File: src/rtl/comparator_pkg.sv
// Shared types for the bit-serial magnitude comparator: FSM state, result bundle and
// the counter-width helper.
package comparator_pkg;

  typedef enum logic [1:0] {
    StIdle,
    StShift,
    StDone
  } state_e;

  typedef struct packed {
    logic a_g;
    logic b_g;
    logic eq;
  } cmp_result_t;

  function automatic int unsigned cnt_width(int unsigned width);
    return $clog2(width);
  endfunction

endpackage

File: src/rtl/bit_compare.sv
// One MSB-first comparison step. Once either skip input is set, that decision is held
// and the current bits are ignored.
module bit_compare (
  input  logic a_i,
  input  logic b_i,
  input  logic a_skip_i,
  input  logic b_skip_i,
  output logic a_g_o,
  output logic b_g_o
);

  always_comb begin
    a_g_o = a_skip_i | (~b_skip_i & a_i & ~b_i);
    b_g_o = b_skip_i | (~a_skip_i & ~a_i & b_i);
  end

endmodule

File: src/rtl/serial_compare.sv
// Bit-serial unsigned magnitude comparator, MSB first, one bit per clock.
// Optional: SERIAL_COMPARE_EARLY_EXIT_EN finishes at the first differing bit.
module serial_compare
  import comparator_pkg::*;
#(
  parameter int unsigned WIDTH = 8
) (
  input  logic             clk,
  input  logic             rst,
  input  logic             in_valid,
  output logic             in_ready,
  input  logic [WIDTH-1:0] a,
  input  logic [WIDTH-1:0] b,
  output logic             out_valid,
  input  logic             out_ready,
  output logic             a_g,
  output logic             b_g,
  output logic             eq
);

  localparam int unsigned CntW = cnt_width(WIDTH);

  state_e           state_q, state_d;
  logic [WIDTH-1:0] a_sr_q, a_sr_d;
  logic [WIDTH-1:0] b_sr_q, b_sr_d;
  logic [CntW-1:0]  cnt_q, cnt_d;
  logic             a_flag_q, a_flag_d;
  logic             b_flag_q, b_flag_d;
  logic             cell_a_g, cell_b_g;
  cmp_result_t      res;

  bit_compare u_bit_compare (
    .a_i      (a_sr_q[WIDTH-1]),
    .b_i      (b_sr_q[WIDTH-1]),
    .a_skip_i (a_flag_q),
    .b_skip_i (b_flag_q),
    .a_g_o    (cell_a_g),
    .b_g_o    (cell_b_g)
  );

  always_ff @(posedge clk or posedge rst) begin
    if (rst) begin
      state_q  <= StIdle;
      a_sr_q   <= '0;
      b_sr_q   <= '0;
      cnt_q    <= '0;
      a_flag_q <= 1'b0;
      b_flag_q <= 1'b0;
    end else begin
      state_q  <= state_d;
      a_sr_q   <= a_sr_d;
      b_sr_q   <= b_sr_d;
      cnt_q    <= cnt_d;
      a_flag_q <= a_flag_d;
      b_flag_q <= b_flag_d;
    end
  end

  always_comb begin
    state_d  = state_q;
    a_sr_d   = a_sr_q;
    b_sr_d   = b_sr_q;
    cnt_d    = cnt_q;
    a_flag_d = a_flag_q;
    b_flag_d = b_flag_q;
    unique case (state_q)
      StIdle: begin
        if (in_valid) begin
          a_sr_d   = a;
          b_sr_d   = b;
          a_flag_d = 1'b0;
          b_flag_d = 1'b0;
          cnt_d    = CntW'(WIDTH - 1);
          state_d  = StShift;
        end
      end
      StShift: begin
        a_flag_d = cell_a_g;
        b_flag_d = cell_b_g;
        a_sr_d   = {a_sr_q[WIDTH-2:0], 1'b0};
        b_sr_d   = {b_sr_q[WIDTH-2:0], 1'b0};
        cnt_d    = cnt_q - CntW'(1);
        if (cnt_q == '0) begin
          state_d = StDone;
        end
`ifdef SERIAL_COMPARE_EARLY_EXIT_EN
        if (cell_a_g || cell_b_g) begin
          state_d = StDone;
        end
`endif
      end
      StDone: begin
        if (out_ready) begin
          state_d = StIdle;
        end
      end
      default: state_d = StIdle;
    endcase
  end

  always_comb begin
    in_ready  = (state_q == StIdle);
    out_valid = (state_q == StDone);
    res       = '0;
    if (state_q == StDone) begin
      res.a_g = a_flag_q;
      res.b_g = b_flag_q;
      res.eq  = ~a_flag_q & ~b_flag_q;
    end
    a_g = res.a_g;
    b_g = res.b_g;
    eq  = res.eq;
  end

endmodule
File: config.mk
export PLATFORM = sky130hd
export DESIGN_NAME = serial_compare
export DESIGN_NICKNAME = d
export VERILOG_FILES = /design/src/rtl/comparator_pkg.sv /design/src/rtl/bit_compare.sv /design/src/rtl/serial_compare.sv
export SDC_FILE = /design/constraint.sdc
export NUM_CORES = 1
export LEC_CHECK = 0
export CAP_MARGIN = 30
export CORE_MARGIN = 8
export CORE_UTILIZATION = 44
export CTS_CLUSTER_SIZE = 16
export DETAILED_ROUTE_END_ITERATION = 7
export HOLD_SLACK_MARGIN = 0.05
export PLACE_DENSITY = 0.76
export SLEW_MARGIN = 20
export SYNTH_ARGS = -nofsm -noshare
export SYNTH_HDL_FRONTEND = slang
export SYNTH_SLANG_ARGS = --single-unit
File: constraint.sdc
create_clock -name clk -period 1.4 [get_ports clk]
set_input_delay 0.28 -clock clk [delete_from_list [all_inputs] [get_ports clk]]
set_output_delay 0.28 -clock clk [all_outputs]
set_load 0.05 [all_outputs]
# Word level (Yosys, flattened, before mapping)
# Cells that the tools add are included.
[totals]
wordCells = 42
ff_bits = 23
in_bits = 20
out_inout_bits = 5
[classes]
n_addsub = 1
bitwise_logic = 11
n_reduce_logical = 5
muxes = 14
n_eq_ne = 5
[ops]
columns = ["op", "n"]
rows = [
  ["8-bit one-hot mux with 2 select lines", 2],
  ["8-bit 2-to-1 mux", 2],
  ["2-bit 2-to-1 mux", 3],
  ["3-bit 2-to-1 mux", 2],
  ["2-bit one-hot mux with 3 select lines", 1],
  ["3-bit one-hot mux with 2 select lines", 1],
  ["1-bit bitwise AND", 5],
  ["2-bit != test, second input constant", 2],
  ["1-bit NOT", 4],
  ["1-bit one-hot mux with 2 select lines", 2],
  ["3-bit zero test", 1],
  ["3-bit AND reduction", 1],
  ["3-bit by 1-bit subtractor with 3-bit output, second input constant", 1],
  ["2-bit by 1-bit equality test with 1-bit output, second input constant", 1],
  ["2-bit equality test, second input constant", 1],
  ["2-bit zero test", 1],
  ["2-bit by 1-bit != test with 1-bit output, second input constant", 1],
  ["1-bit bitwise OR", 2],
  ["2-bit AND reduction", 1],
  ["2-bit nonzero test", 1],
  ["1-bit 2-to-1 mux", 1],
]

# Longest topological paths before layout
# Gate-level depths: netlist of run 1.
[depth]
word_depth = 5
ltp_mapped = 5
mapped_depth_nobuf = 5

# Cells and area by module
# A second synthesis of run 1 with hierarchy kept.
[unflattened]
cells_unflattened = 115
area_unflattened_um2 = 1128.6
[modules_own_cells]
columns = ["mod", "cells_each", "seq_area_each_um2", "n_inst", "area_each_um2"]
rows = [
  ["serial_compare", 111, 575.6, 1, 1106.1],
  ["bit_compare", 4, 0.0, 1, 22.5],
]

# Least setup slack after synthesis of run 1
# OpenSTA, ideal clock, no wires.
[synth_timing]
path_kind = "register to output"
from = "register state_q[0]"
to = "output eq"
n_path_buf = 1
stages_incl_launch_ff = 4
t_required_ps = 1120
arrival_time_ps = 1743
slack_ps = -623
cell_sequence = "dfrtp_1 buf_2 nand2b_1 nor3_1"
[synth_via]
elab_chain_cells = 2
[synth_lines]
columns = ["element", "line_no", "text"]
rows = [
  ["start, declared", "serial_compare.sv:23", "state_e state_q, state_d;"],
  ["start signal, assigned", "serial_compare.sv:43", "state_q <= StIdle;"],
  ["start signal, assigned", "serial_compare.sv:50", "state_q <= state_d;"],
  ["2-bit equality test", "serial_compare.sv:105", "if (state_q == StDone) begin"],
  ["3-bit 2-to-1 mux", "serial_compare.sv:105", ""],
  ["end, declared", "serial_compare.sv:18", "output logic eq"],
]
# Every way passes these cells.

# Worst setup path after layout of run 1
[layout_timing]
from = "register state_q[1]"
to = "output b_g"
[layout_via]
elab_chain_cells = 2
[layout_lines]
columns = ["element", "line_no", "text"]
rows = [
  ["2-bit equality test", "serial_compare.sv:105", ""],
  ["3-bit 2-to-1 mux", "serial_compare.sv:105", ""],
  ["end, declared", "serial_compare.sv:17", "output logic b_g,"],
]
# Every way passes these cells.

==> results by group, run 1 <==
Outcome
  – Status: finished, violations left
  – Failing checks: negative setup slack

Global routing
  – First-pass GRT wire length: 4.526 mm
  – Largest net degree at the start of global routing: 24
  – Remaining Overflow, GRT: 0
  – Initial antenna violation count: 0
  – GRT Overall Usage: 12.53%
  – Vias in the first global route: 1043

Worst setup path
  – Crit-path cells: buf_12 -> nand2b_4 -> clkinvlp_4 -> and2_4 -> buf_6
  – Startpoint types: flip-flop
  – Crit-path max FO: 5
  – R2r setup slk: -0.12 ns
  – Arrival time at the worst endpoint: 1.36 ns
  – Crit path max-delay family: flip-flops
  – Reg2reg path depth: 5
  – CP Data Required Time: 1.12 ns
  – Worst reg2reg path startpoint: state_q[1]
  – CP max-delay cell: dfrtp_1
  – R2R Path End: b_sr_q[6]
  – Worst Setup Path Type: flip-flop to primary output
  – CP Capture Type: primary output
  – CP Buf/Inv Count: 3
  – Max incr delay on CP: 0.43 ns

Logic synthesis
  – #FFs+latches synth: 23
  – Async SR Flop Fraction: 100.0%
  – Largest area contributor in the netlist: dfrtp_1
  – Dominant synthesized flop cell: dfrtp_1
  – Post-synth cell types: 24
  – Yosys warns: 0
  – Post-synth EDFFs: 0
  – Synth top area share: 48.99%
  – Synth Instances: 106
  – Avg Inst Size Synth: 11.08 um^2
  – Synth top area cells: dfrtp_1 (49%), o221a_2 (6.7%), or4b_1 (6.0%)
  – Mapped Area: 1175 um^2
  – Share of the yosys chip area belonging to registers: 48.99%
  – Syn Nets: 128

STA
  – Period utilization: 117.4%
  – Post-layout min period: 1.643 ns
  – RSZ-0062 raised after global routing: true
  – Skew final: 0.01004 ns
  – Setup ws final: -0.2432 ns
  – Setup TNS: -2.542 ns
  – # setup viols final: 25
  – Worst Tran Pin Value: 0.4184 ns
  – Max-slew violations: 0
  – Fin. Hold Viols: 0
  – Worst slew margin: 72.06%
  – Peak Freq: 0.6086 GHz

Drt
  – Per-cell routed wire length: 16.70 um
  – DRC: 0
  – Initial DRC Count: 46
  – Via count: 1001
  – Drt pass-1 iters: 4
  – Post-DR vias/cell: 5.820
  – Antenna Nets Post-Route: 0
  – Routed wire length: 2.873 mm

Power and ir drop
  – Logic pwr share: 54.4%
  – Clk pwr share: 9.4%
  – Sequential share of power: 36.2%
  – NetSw: 1.228 mW
  – P_int: 2.054 mW
  – Worst IR Drop VDD: 1066 uV
  – Tot Pwr: 3.283 mW
  – Pwr Density: 1835 nW/um^2
  – Switch share: 37.42%
  – Leakage power: 0.7707 nW

Clocking
  – Num CTS Buffers: 3
  – H-tree Lvls: 1
  – Worst-skew pair later-pin latency: 0.31 ns
  – CTS Root Cell: clkbuf_4
  – CTS sink count: 23
  – CTS max path bufs: 2
  – CTS tree: built
  – Hold buffers post-CTS: 0
  – Clock Pin Slew Worst Setup and Hold Paths: 0.13 ns

Final layout
  – Final Cell Area: 1789 um^2
  – Layout net count: 165
  – Syn-to-layout area delta: 52.29%
  – Final core utilization: 71.57%
  – Layout cells sized above 1: 39.44%
  – Storage cell area: 575.6 um^2
  – Fillers: 176
  – Diode count: 0
  – Area of the multi-input gates: 641.9 um^2

Die
  – Die Y: 67.68 um
  – Row count: 18
  – Core Region: 2500 um^2
  – Die width: 67.68 um
  – Die area: 4580 um^2
  – I/O pin cnt: 25
  – Initial core utilization: 47.00%

Placement
  – Detail Placement HPWL: 1.837 mm
  – GP Congestion: 0.7235
  – Dpl cell area: 1531 um^2
  – PortBufs: 24

Min path
  – Hold/Removal Path Class: primary input to async pin

Run
  – Max-Cap Viols: 0
## logic make-up (layout without fill, tap and decap cells)
| group | after synthesis | after routing | synth area share, % |
|---|---|---|---|
| compound gates | 24 | 24 | 19.28 |
| fa+ha+maj | 2 | 2 | 2.130 |
| buf+inv | 21 | 57 | 8.200 |
| flops | 23 | 23 | 48.99 |
| mux | 1 | 1 | 0.8520 |
| simple gates | 35 | 35 | 20.55 |
## state kept, by name, summed over array words and instances, names as in the netlist
| name | flops |
|---|---|
| a_flag_q | 1 |
| a_sr_q | 8 |
| b_flag_q | 1 |
| b_sr_q | 8 |
| cnt_q | 3 |
| state_q | 2 |
## area by class of cell
type | count | share of cell area, %
inverters | 12 | 2.727
well taps | 30 | 2.098
repair buffers | 41 | 25.59
clock inverters | 1 | 0.2797
clock buffers | 3 | 1.259
multi-input cells | 62 | 35.87
flip-flops and latches | 23 | 32.17
## worst max path at each step
stage	startpoint	to	slack [ns]	cells past startpoint
after floorplan	state_q[0]	a_g	-0.05	4
after CTS	state_q[1]	b_g	-0.25	5
final	state_q[1]	b_g	-0.24	5
after detailed placement	in_valid	b_flag_q	-0.29	3
after global routing	state_q[1]	a_g	-0.31	5
after global placement	in_valid	a_flag_q	-0.25	3
## synthesized netlist by cell type, types with 2 or more instances
cell,instances
ha_1,2
dfrtp_1,23
or4b_1,7
nand2b_1,4
a22oi_1,2
o221a_2,7
and2_1,3
inv_1,12
nor4b_1,7
buf_2,8
a32o_1,3
a221oi_1,7
nor2_1,10
## metrics by stage
step | instances | setup WS [ns] | hold WS (ns)
floorplan | 106 | -0.05115 | 0.2819
global placement | 161 | -0.2537 | 0.4835
detailed placement | 161 | -0.2931 | 0.4857
CTS | 169 | -0.2469 | 0.3076
global route | 172 | -0.3129 | 0.3428
finish | 172 | -0.2432 | 0.2994
## worst reg2reg max path, cell delays in order, from the launching register on
cell,delay [ns]
dfrtp_1,0.43
buf_12,0.15
buf_4,0.14
buf_6,0.12
or4b_4,0.48
o221a_4,0.13
## layer usage
layer | wire [um] | GRT usage, %
met1 | 1220 | 14.34
met2 | 1475 | 22.25
met3 | 147 | 3.642
met4 | 29 | 3.133
met5 | 0 | 0
## power groups by stage
| stage | logic, mW | clock network (mW) | registers, mW |
|---|---|---|---|
| 3_5_place_dp | 1.34 | 0 | 1.19 |
| 3_3_place_gp | 1.29 | 0 | 1.17 |
| 5_1_grt | 1.92 | 0.356 | 1.22 |
| 4_1_cts | 1.55 | 0.323 | 1.17 |
| 2_1_floorplan | 1.01 | 0 | 1.13 |
| 6_report | 1.79 | 0.310 | 1.19 |
## timing repair
action / in CTS / in global routing
resized for setup: 12 / 21
gates cloned: 1 / 2
endpoints found under the setup margin: 5 / 25
pin swaps: 2 / 15
setup buffers: 3 / 1
## cell usage in the layout, fill, tap and decap left out, types with 3 or more instances in the layout
cell type,Yosys,final
dfrtp_1,23,23
clkdlybuf4s50_1,0,18
inv_1,12,11
buf_4,0,10
nor2_1,10,9
a221oi_2,0,7
buf_6,1,6
nor4b_1,7,5
or4b_1,7,5
o221a_2,7,5
a32o_1,3,3
clkbuf_4,0,3
buf_12,0,3
Note: power is estimated with default switching activity, not from simulation.
==> run 2: changes to the inputs <==
clock period = 1.7 ns   (was 1.4 ns; I/O delays follow)
==> run 2 against run 1 <==
  * The flow now finishes without violations
  * Non-clock buffer count decreased by 9
  * Setup slack better by 0.30 ns
  * Combinational power fell by 41%
  * Critical path depth is 1 lower
  * Utilization is 9.7 points lower
  * Register-to-register slack improved by 0.42 ns
  * Clock skew fell by 0.0054 ns
  * Worst hold slack improved by 0.069 ns
  * Sequential power is 20% lower
  * Power is 31% lower
  * Global-route usage decreased by 0.70 points
  * Largest cell class is now flip-flops and latches
  * Largest power group unchanged
  * Highest routed layer unchanged
==> results by group, run 2 (synthesized netlist as in run 1, its figures left out) <==
Outcome
  – Status: completed

STA
  – Setup ws final: 0.06018 ns (+0.3033 ns)
  – Max-slew violations: 0 (unchanged)
  – Post-layout min period: 1.640 ns
  – Peak Freq: 0.6098 GHz
  – Worst Tran Pin Value: 0.3641 ns (-0.05432 ns)
  – Worst slew margin: 75.65% (+3.6 points)
  – Fin. Hold Viols: 0 (unchanged)
  – # setup viols final: 0 (-100%)
  – Skew final: 0.004669 ns (-0.005371 ns)
  – Setup TNS: 0 ns (+2.542 ns)
  – Period utilization: 96.46%

Final layout
  – Layout net count: 156 (-5.5%)
  – Fillers: 212 (+20%)
  – Diode count: 0 (unchanged)
  – Layout cells sized above 1: 22.56% (-17 points)
  – Largest regs: a_sr_q (8), b_sr_q (8), cnt_q (3)
  – Post-Layout Cell Count: 163 (-5.2%)
  – Area of the multi-input gates: 525.5 um^2 (-18%)
  – Storage cell area: 575.6 um^2 (unchanged)
  – Commonest non-fill, non-tap cell in the layout: dfrtp_1
  – Syn-to-layout area delta: 31.63%
  – Commonest non-fill, non-tap cells in the layout: dfrtp_1 (23), clkdlybuf4s50_1 (19), inv_1 (11)
  – Final Cell Area: 1546 um^2 (-14%)

Worst setup path
  – R2R Path End: a_sr_q[4]
  – CP Capture Type: primary output
  – CP Data Required Time: 1.36 ns (+0.24 ns)
  – Startpoint types: flip-flop
  – Worst Setup Path Type: flip-flop to primary output
  – Crit-path max FO: 3 (-2)
  – Arrival time at the worst endpoint: 1.30 ns (-0.06 ns)
  – R2r setup slk: 0.30 ns (+0.42 ns)
  – Reg2reg path depth: 4 (-1)
  – Worst reg2reg path startpoint: state_q[0]

Global routing
  – GRT Overall Usage: 11.83% (-0.70 points)
  – Largest net degree at the start of global routing: 31 (+29%)
  – Initial antenna violation count: 0 (unchanged)
  – Met1 global-route usage: 15.07% (+0.73 points)
  – First-pass GRT wire length: 4.360 mm (-3.7%)
  – Vias in the first global route: 996 (-4.5%)
  – Met3 GRT Util: 2.483% (-1.2 points)
  – GR peak layer: met2
  – Remaining Overflow, GRT: 0 (unchanged)
  – Grt met2 use: 19.53% (-2.7 points)

Placement
  – GP Congestion: 0.7294 (+0.82%)
  – Placed cells: 159 (-1.2%)
  – Dpl cell area: 1498 um^2 (-2.2%)
  – PortBufs: 24 (unchanged)
  – Detail Placement HPWL: 1.849 mm (+0.63%)
  – Dpl ws: -0.05518 ns (+0.2380 ns)

Clocking
  – CTS tree: built
  – Num CTS Buffers: 3 (unchanged)
  – H-tree Lvls: 1 (unchanged)
  – CTS sink count: 23 (unchanged)
  – Hold buffers post-CTS: 0 (unchanged)
  – Clock Pin Slew Worst Setup and Hold Paths: 0.13 ns (about the same)
  – CTS Root Cell: clkbuf_4
  – Worst-skew pair later-pin latency: 0.30 ns (about the same)
  – CTS max path bufs: 2 (unchanged)
  – Post-CTS Setup Inserts: 0 (-3)

Die
  – Core Region: 2500 um^2 (unchanged)
  – Die area: 4580 um^2 (unchanged)
  – I/O pin cnt: 25 (unchanged)
  – Die width: 67.68 um (unchanged)
  – Die Y: 67.68 um (unchanged)
  – Initial core utilization: 47.00% (unchanged)
  – Row count: 18 (unchanged)

Drt
  – Post-DR vias/cell: 5.693 (-2.2%)
  – Antenna Nets Post-Route: 0 (unchanged)
  – Via count: 928 (-7.3%)
  – Per-cell routed wire length: 15.64 um (-6.4%)
  – Drt pass-1 iters: 4 (unchanged)
  – Routed wire length: 2.549 mm (-11%)
  – DRC: 0 (unchanged)
  – Initial DRC Count: 57 (+24%)

Power and ir drop
  – Pwr Density: 1467 nW/um^2 (-20%)
  – Tot Pwr: 2.269 mW (-31%)
  – Worst IR Drop VDD: 775.4 uV (-27%)
  – Leakage power: 0.6644 nW (-14%)

Min path
  – Hold/Removal Path Class: primary input to async pin

Run
  – Max-Cap Viols: 0 (unchanged)
-- run 2: cell count changes in the layout (fill, tap and decap cells not counted), sizes merged --
cell           change
buf                -8
clkdlybuf4s50      +1
dlymetal6s2s       -1
clkinv             -1
bufbuf             -1
clkbuf             +1
-- run 2: routing by layer --
layer | wire [um] | share of wire, % | up-vias
met2 | 1199 | 47 | 19
met4 | 14 | 0.55 | 0
met3 | 129 | 5.1 | 2
li1 | - | - | 453
met5 | 0 | 0 | -
met1 | 1206 | 47 | 454
-- run 2: worst max-delay path, cell delays in order, from the launching register on --
cell	delay (ns)
dfrtp_1	0.43
nand2b_4	0.11
clkinvlp_4	0.11
and2_2	0.20
buf_6	0.15
-- run 2: worst max path at each step --
stage	slack, ns	from	cells after the start	end
floorplan	-0.02	state_q[0]	4	a_g
global placement	-0.03	in_valid	3	a_flag_q
detailed placement	-0.06	in_valid	3	b_flag_q
CTS	0.004	state_q[0]	4	a_g
global route	-0.005	state_q[1]	4	b_g
finish	0.06	state_q[1]	4	b_g
-- run 2: area by class of cell --
cell class / count / area share (%)
clock buffer: 4 / 1.699
tap: 30 / 2.427
timing repair buffer: 32 / 21.52
sequential: 23 / 37.22
inverter: 12 / 3.155
multi-input combinational: 62 / 33.98
-- run 2: power by group --
group          internal, mW  leakage [nW]  switching [mW]
combinational         0.535         0.381           0.528
clock                0.0914        0.0150           0.163
sequential            0.801         0.268           0.151
total                  1.43         0.664           0.841
-- run 2: through the flow --
step                utilization, %  hold slack (ns)
finish                       61.86           0.3682
global route                 61.86           0.4205
CTS                          61.31           0.3735
detailed placement           59.91           0.5041
global placement             59.91           0.4894
floorplan                        -           0.3419
-- run 2: what timing repair did --
| action | 4_1_cts | 5_1_grt |
|---|---|---|
| setup endpoints to repair | 3 | 3 |
| resized for setup | 3 | 3 |
| gates cloned | 0 | 0 |
| pin swaps | 0 | 0 |
==> run 3: changes to the inputs <==
SYNTH_HIERARCHICAL = 1   (was not set)
==> run 3 against run 2 <==
  * Worst hold slack got worse by 0.015 ns
  * Clock skew down 0.0026 ns
  * Synthesized area is 3.9% lower
  * Global-route usage increased by 2.0 points
  * Power rose by 3.5%
  * First-iteration DRC count grew 72%
  * Die area is 3.0% lower
  * Sequential power up 7%
  * Via count grew 8.2%
  * Utilization fell by 1.4 points
  * Setup slack improved by 0.0056 ns
  * Critical path type unchanged
==> results by group, run 3 <==
Final layout
  – Syn-to-layout area delta: 31.60% (about the same)
  – Fillers: 225 (+6.1%)
  – Layout cells sized above 1: 16.31% (-6.2 points)
  – Diode count: 0 (unchanged)
  – Layout net count: 164 (+5.1%)
  – Commonest non-fill, non-tap cells in the layout: o22ai_1 (24), dfrtp_1 (22), clkdlybuf4s50_1 (19)
  – Largest regs: a_sr_q (8), b_sr_q (8), cnt_q (3)
  – Commonest non-fill, non-tap cell in the layout: o22ai_1

Clocking
  – CTS tree: built
  – CTS Root Cell: clkbuf_4
  – Num CTS Buffers: 3 (unchanged)
  – CTS sink count: 23 (unchanged)
  – CTS max path bufs: 2 (unchanged)
  – Worst-skew pair later-pin latency: 0.31 ns (about the same)
  – H-tree Lvls: 1 (unchanged)
  – Clock Pin Slew Worst Setup and Hold Paths: 0.12 ns (about the same)
  – Hold buffers post-CTS: 0 (unchanged)

Global routing
  – Remaining Overflow, GRT: 0 (unchanged)
  – Initial antenna violation count: 0 (unchanged)
  – GRT Overall Usage: 13.79% (+2.0 points)
  – First-pass GRT wire length: 4.857 mm (+11%)
  – Largest net degree at the start of global routing: 24 (-23%)
  – Vias in the first global route: 1056 (+6.0%)

Die
  – Die area: 4442 um^2 (-3.0%)
  – Core Region: 2455 um^2 (-1.8%)
  – Die Y: 66.65 um (-1.5%)
  – Die width: 66.65 um (-1.5%)
  – I/O pin cnt: 25 (unchanged)
  – Initial core utilization: 45.97% (-1.0 points)
  – Row count: 18 (unchanged)

Power and ir drop
  – Clk pwr share: 10.8% (-0.4 points)
  – Switch share: 40.78% (+3.7 points)
  – Leakage power: 0.6357 nW (-4.3%)
  – Pwr Density: 1581 nW/um^2 (+7.8%)
  – P_int: 1.390 mW (-2.6%)
  – Worst IR Drop VDD: 852.1 uV (+9.9%)
  – Logic pwr share: 45.7% (-1.1 points)
  – NetSw: 957.5 uW (+14%)
  – Sequential share of power: 43.5% (+1.5 points)

Placement
  – GP Congestion: 0.8193 (+12%)
  – PortBufs: 24 (unchanged)
  – Detail Placement HPWL: 2.065 mm (+12%)

Logic synthesis
  – Share of the yosys chip area belonging to registers: 51.00% (+2.0 points)
  – Syn Nets: 137 (+7.0%)
  – Async SR Flop Fraction: 100.0% (unchanged)
  – Dominant synthesized flop cell: dfrtp_1
  – Mapped Area: 1129 um^2 (-3.9%)
  – Synth top area share: 51.00% (+2.0 points)
  – Post-synth EDFFs: 0 (unchanged)
  – #FFs+latches synth: 23 (unchanged)
  – Synth top area cells: dfrtp_1 (51%), o22ai_1 (13%), a21oi_1 (6.2%)
  – Post-synth top cells: o22ai_1 (24), dfrtp_1 (23), a21oi_1 (14), inv_1 (6)
  – Most frequent cell after synthesis: o22ai_1
  – Yosys warns: 6 (+6)
  – Post-synth cell types: 27 (+13%)
  – Largest area contributor in the netlist: dfrtp_1
  – Avg Inst Size Synth: 9.814 um^2 (-11%)
  – Synth Instances: 115 (+8.5%)

STA
  – Fin. Hold Viols: 0 (unchanged)
  – Peak Freq: 0.6119 GHz (+0.35%)
  – Setup TNS: 0 ns (unchanged)
  – Worst Tran Pin Value: 0.2946 ns (-0.06943 ns)
  – Period utilization: 96.13% (-0.33 points)
  – Skew final: 0.002116 ns (-0.002553 ns)
  – Max-slew violations: 0 (unchanged)
  – Hold Slack: 0.3530 ns (-0.01519 ns)
  – Worst slew margin: 80.36% (+4.7 points)
  – # setup viols final: 0 (unchanged)
  – RSZ-0062 raised after global routing: false
  – Post-layout min period: 1.634 ns (-0.005646 ns)

Drt
  – Initial DRC Count: 98 (+72%)
  – DRC: 0 (unchanged)
  – Antenna Nets Post-Route: 0 (unchanged)
  – Post-DR vias/cell: 5.871 (+3.1%)
  – Via count: 1004 (+8.2%)
  – Per-cell routed wire length: 16.74 um (+7.0%)
  – Routed wire length: 2.862 mm (+12%)
  – Drt pass-1 iters: 4 (unchanged)

Worst setup path
  – CP Capture Type: primary output
  – Worst Setup Path Type: flip-flop to primary output
  – Arrival time at the worst endpoint: 1.29 ns (about the same)
  – Startpoint types: flip-flop
  – Crit-path max FO: 8 (+5)
  – CP Data Required Time: 1.36 ns (about the same)

Run
  – Max-Cap Viols: 0 (unchanged)

Outcome
  – Status: completed

Min path
  – Hold/Removal Path Class: primary input to async pin
[run 3: critical path, cell delays in order, from the launching register on]
cell	delay (ns)
dfrtp_2	0.48
buf_4	0.18
nor2_2	0.17
buf_12	0.16
[run 3: cells by family after synthesis]
family          after synthesis  synth area share [%]
fa+ha+maj                     2                 2.217
simple gates                 21                 10.09
flops                        23                 51.00
compound gates               53                 28.94
buf+inv                      16                 7.760
[run 3: repair_timing]
action	in CTS	in global routing
endpoints found under the hold margin	0	0
setup buffers	0	0
endpoints found under the setup margin	1	2
cloned	0	0
resized for setup	1	2
[run 3: final cells by class]
type	count	area, um^2	share of cell area [%]
Sequential cell	23	576.8	38.84
Tap cell	30	37.54	2.527
Timing Repair Buffer	30	335.3	22.58
Multi-Input combinational cell	76	479.2	32.27
Inverter	8	30.03	2.022
Clock buffer	4	26.28	1.769
[run 3: through the flow]
step | setup slack [ns] | cell area, um^2 | std cells | utilization, % | power, mW
floorplan | 0.04298 | 1134 | 115 | - | 1.769
global placement | 0.2019 | 1449 | 167 | 59.02 | 2.011
detailed placement | 0.1518 | 1449 | 167 | 59.02 | 2.083
CTS | 0.009425 | 1478 | 171 | 60.19 | 2.334
global route | 0.002594 | 1485 | 171 | 60.50 | 2.542
finish | 0.06582 | 1485 | 171 | 60.50 | 2.348
[run 3: path summary, 6_finish.rpt]
path                       startpoint          to  slack, ns  depth (start not counted)
max in group asynchronous         rst  state_q[1]       1.11                          3
max                        state_q[1]    in_ready       0.07                          3
min                               rst   b_sr_q[5]       0.35                          3
max reg2reg                state_q[1]   b_sr_q[3]       0.37                          4
min reg2reg                  cnt_q[0]    cnt_q[0]       0.49                          1
min in group clk             cnt_q[0]    cnt_q[0]       0.49                          1
[run 3: power by group through the flow]
| stage | registers, mW | clock network, mW | logic, mW |
|---|---|---|---|
| final | 1.02 | 0.254 | 1.07 |
| after global routing | 1.06 | 0.289 | 1.19 |
| after CTS | 1.01 | 0.255 | 1.07 |
| after detailed placement | 1.02 | 0 | 1.06 |
| after global placement | 1.00 | 0 | 1.01 |
| after floorplan | 0.952 | 0 | 0.817 |
[run 3: layer usage]
metal,global-route usage [%],up-vias,wire length [um]
met4,5.867,0,34
met3,3.356,4,188
li1,-,478,-
met2,21.62,31,1405
met1,17.51,491,1235
met5,0,-,0
==> RTL edit: new RTL, config.mk and constraints of run 1 <==
Re-encode `state_e` (3 states) as one-hot, 3 bits wide.
--- a/src/rtl/comparator_pkg.sv
+++ b/src/rtl/comparator_pkg.sv
@@ -4,6 +4,6 @@
 
-  typedef enum logic [1:0] {
-    StIdle,
-    StShift,
-    StDone
+  typedef enum logic [2:0] {
+    StIdle  = 3'b001,
+    StShift = 3'b010,
+    StDone  = 3'b100
   } state_e;
Formal check against the unedited RTL: same outputs for any inputs over 10 cycles, from zero or initial values and one cycle with rst high; not proved beyond that.
==> RTL edit against run 1 <==
  * The flow still finishes with violations (setup timing)
  * Routed wire length grew 13%
  * Global-route usage down 0.21 points
  * Sequential cell count is 1 higher
  * Non-clock buffer count is 8 higher
  * Worst setup slack got worse by 0.10 ns
  * Clock power is 64% higher
  * Sequential share of layout area shrank 0.41 points
  * Synthesized area shrank 1.4%
  * Die area is 1.1% lower
  * Final area grew 6.4%
  * Register-to-register slack got worse by 0.02 ns
  * Power is 7.3% higher
  * Critical path type unchanged
  * Largest cell class unchanged
==> RTL edit: results <==
[synthesis]
synthTopCellsByCount = dfrtp_1 (23), nor2_1 (19), nor3_1 (14)
post_synth_num_cell_types = 30
netlist_top_cells_area = dfrtp_1 (50%), o22ai_2 (8.6%), nor2_1 (6.2%)
synth_fp_nets = 130

[sta]
fin_tns_setup_ns = -3.223
postLayoutSetupSlackWorst_ns = -0.3431
setup_viol = 27
slew_headroom = 0.8277

[outcome]
violations = setup timing
status = finished, violations left

[drt]
wl_met1_mm = 1.405
wl_mm = 3.260
wl_met3_microns = 156
first_iter_violations = 55

[finish]
final_layout_size_suffix_gt1_frac = 0.4444
fillerInstances = 169

[critical_path]
rr_startpoint = state_q[2]
slowest_stage = dfrtp_2
slowest_delay_ns = 0.47
arrival_ns = 1.46
r2r_end = b_sr_q[4]
r2r_setup_slack_ns = -0.14

[grt]
grt_first_pass_wirelength_mm = 4.429
grt_pass1_vias = 982
grt_max_degree = 25

[power_and_ir_drop]
vdd_drop_max_uv = 1231

[place]
place_hpwl_mm = 1.879
gp_congestion = 0.7673
-- RTL edit: timing repair --
item / 4_1_cts / 5_1_grt
endpoints found under the hold margin: 0 / 0
pin swaps: 1 / 22
gates resized for setup: 12 / 27
gates cloned: 0 / 3
endpoints found under the setup margin: 5 / 26
setup buffers: 3 / 8
-- RTL edit: critical path: cells and delay by family, from the launching register on --
| kind | cells | cell delay, ns |
|---|---|---|
| flops | 1 | 0.47 |
| buf+inv | 1 | 0.16 |
| simple gates | 2 | 0.52 |
-- RTL edit: per-stage QoR --
| step | std cells | setup WS (ns) |
|---|---|---|
| floorplan | 108 | -0.4930 |
| detailed placement | 166 | -0.1174 |
| finish | 183 | -0.3431 |
| global placement | 166 | -0.09977 |
| global route | 183 | -0.4022 |
| CTS | 173 | -0.3233 |
-- RTL edit: where the power goes --
| group | switching, uW | internal, uW |
|---|---|---|
| Sequential | 284 | 1010 |
| Combinational | 796 | 923 |
| Clock | 218 | 290 |
-- RTL edit: logic make-up after synthesis --
kind of cell	synth area share
buffers and inverters	0.07235
AOI/OAI and AO/OA	0.1804
DFF	0.5194
and+or+nand+nor	0.2063
adders and majority gates	0.02159
-- RTL edit: layout make-up --
type | count | share of cell area
inverters | 5 | 0.009862
repair buffers | 49 | 0.3011
clock inverters | 1 | 0.01578
well taps | 30 | 0.01972
clock buffers | 3 | 0.01183
multi-input cells | 71 | 0.3241
flip-flops and latches | 24 | 0.3176
-- RTL edit: how the worst min path moves through the flow --
stage	from	end	slack [ns]	cells past startpoint
after floorplan	rst	a_flag_q	0.29	1
after global placement	b_sr_q[3]	b_sr_q[3]	0.49	2
after detailed placement	b_sr_q[2]	b_sr_q[2]	0.50	2
after CTS	rst	a_sr_q[2]	0.28	3
after global routing	rst	a_sr_q[2]	0.27	3
final	rst	a_sr_q[2]	0.26	3
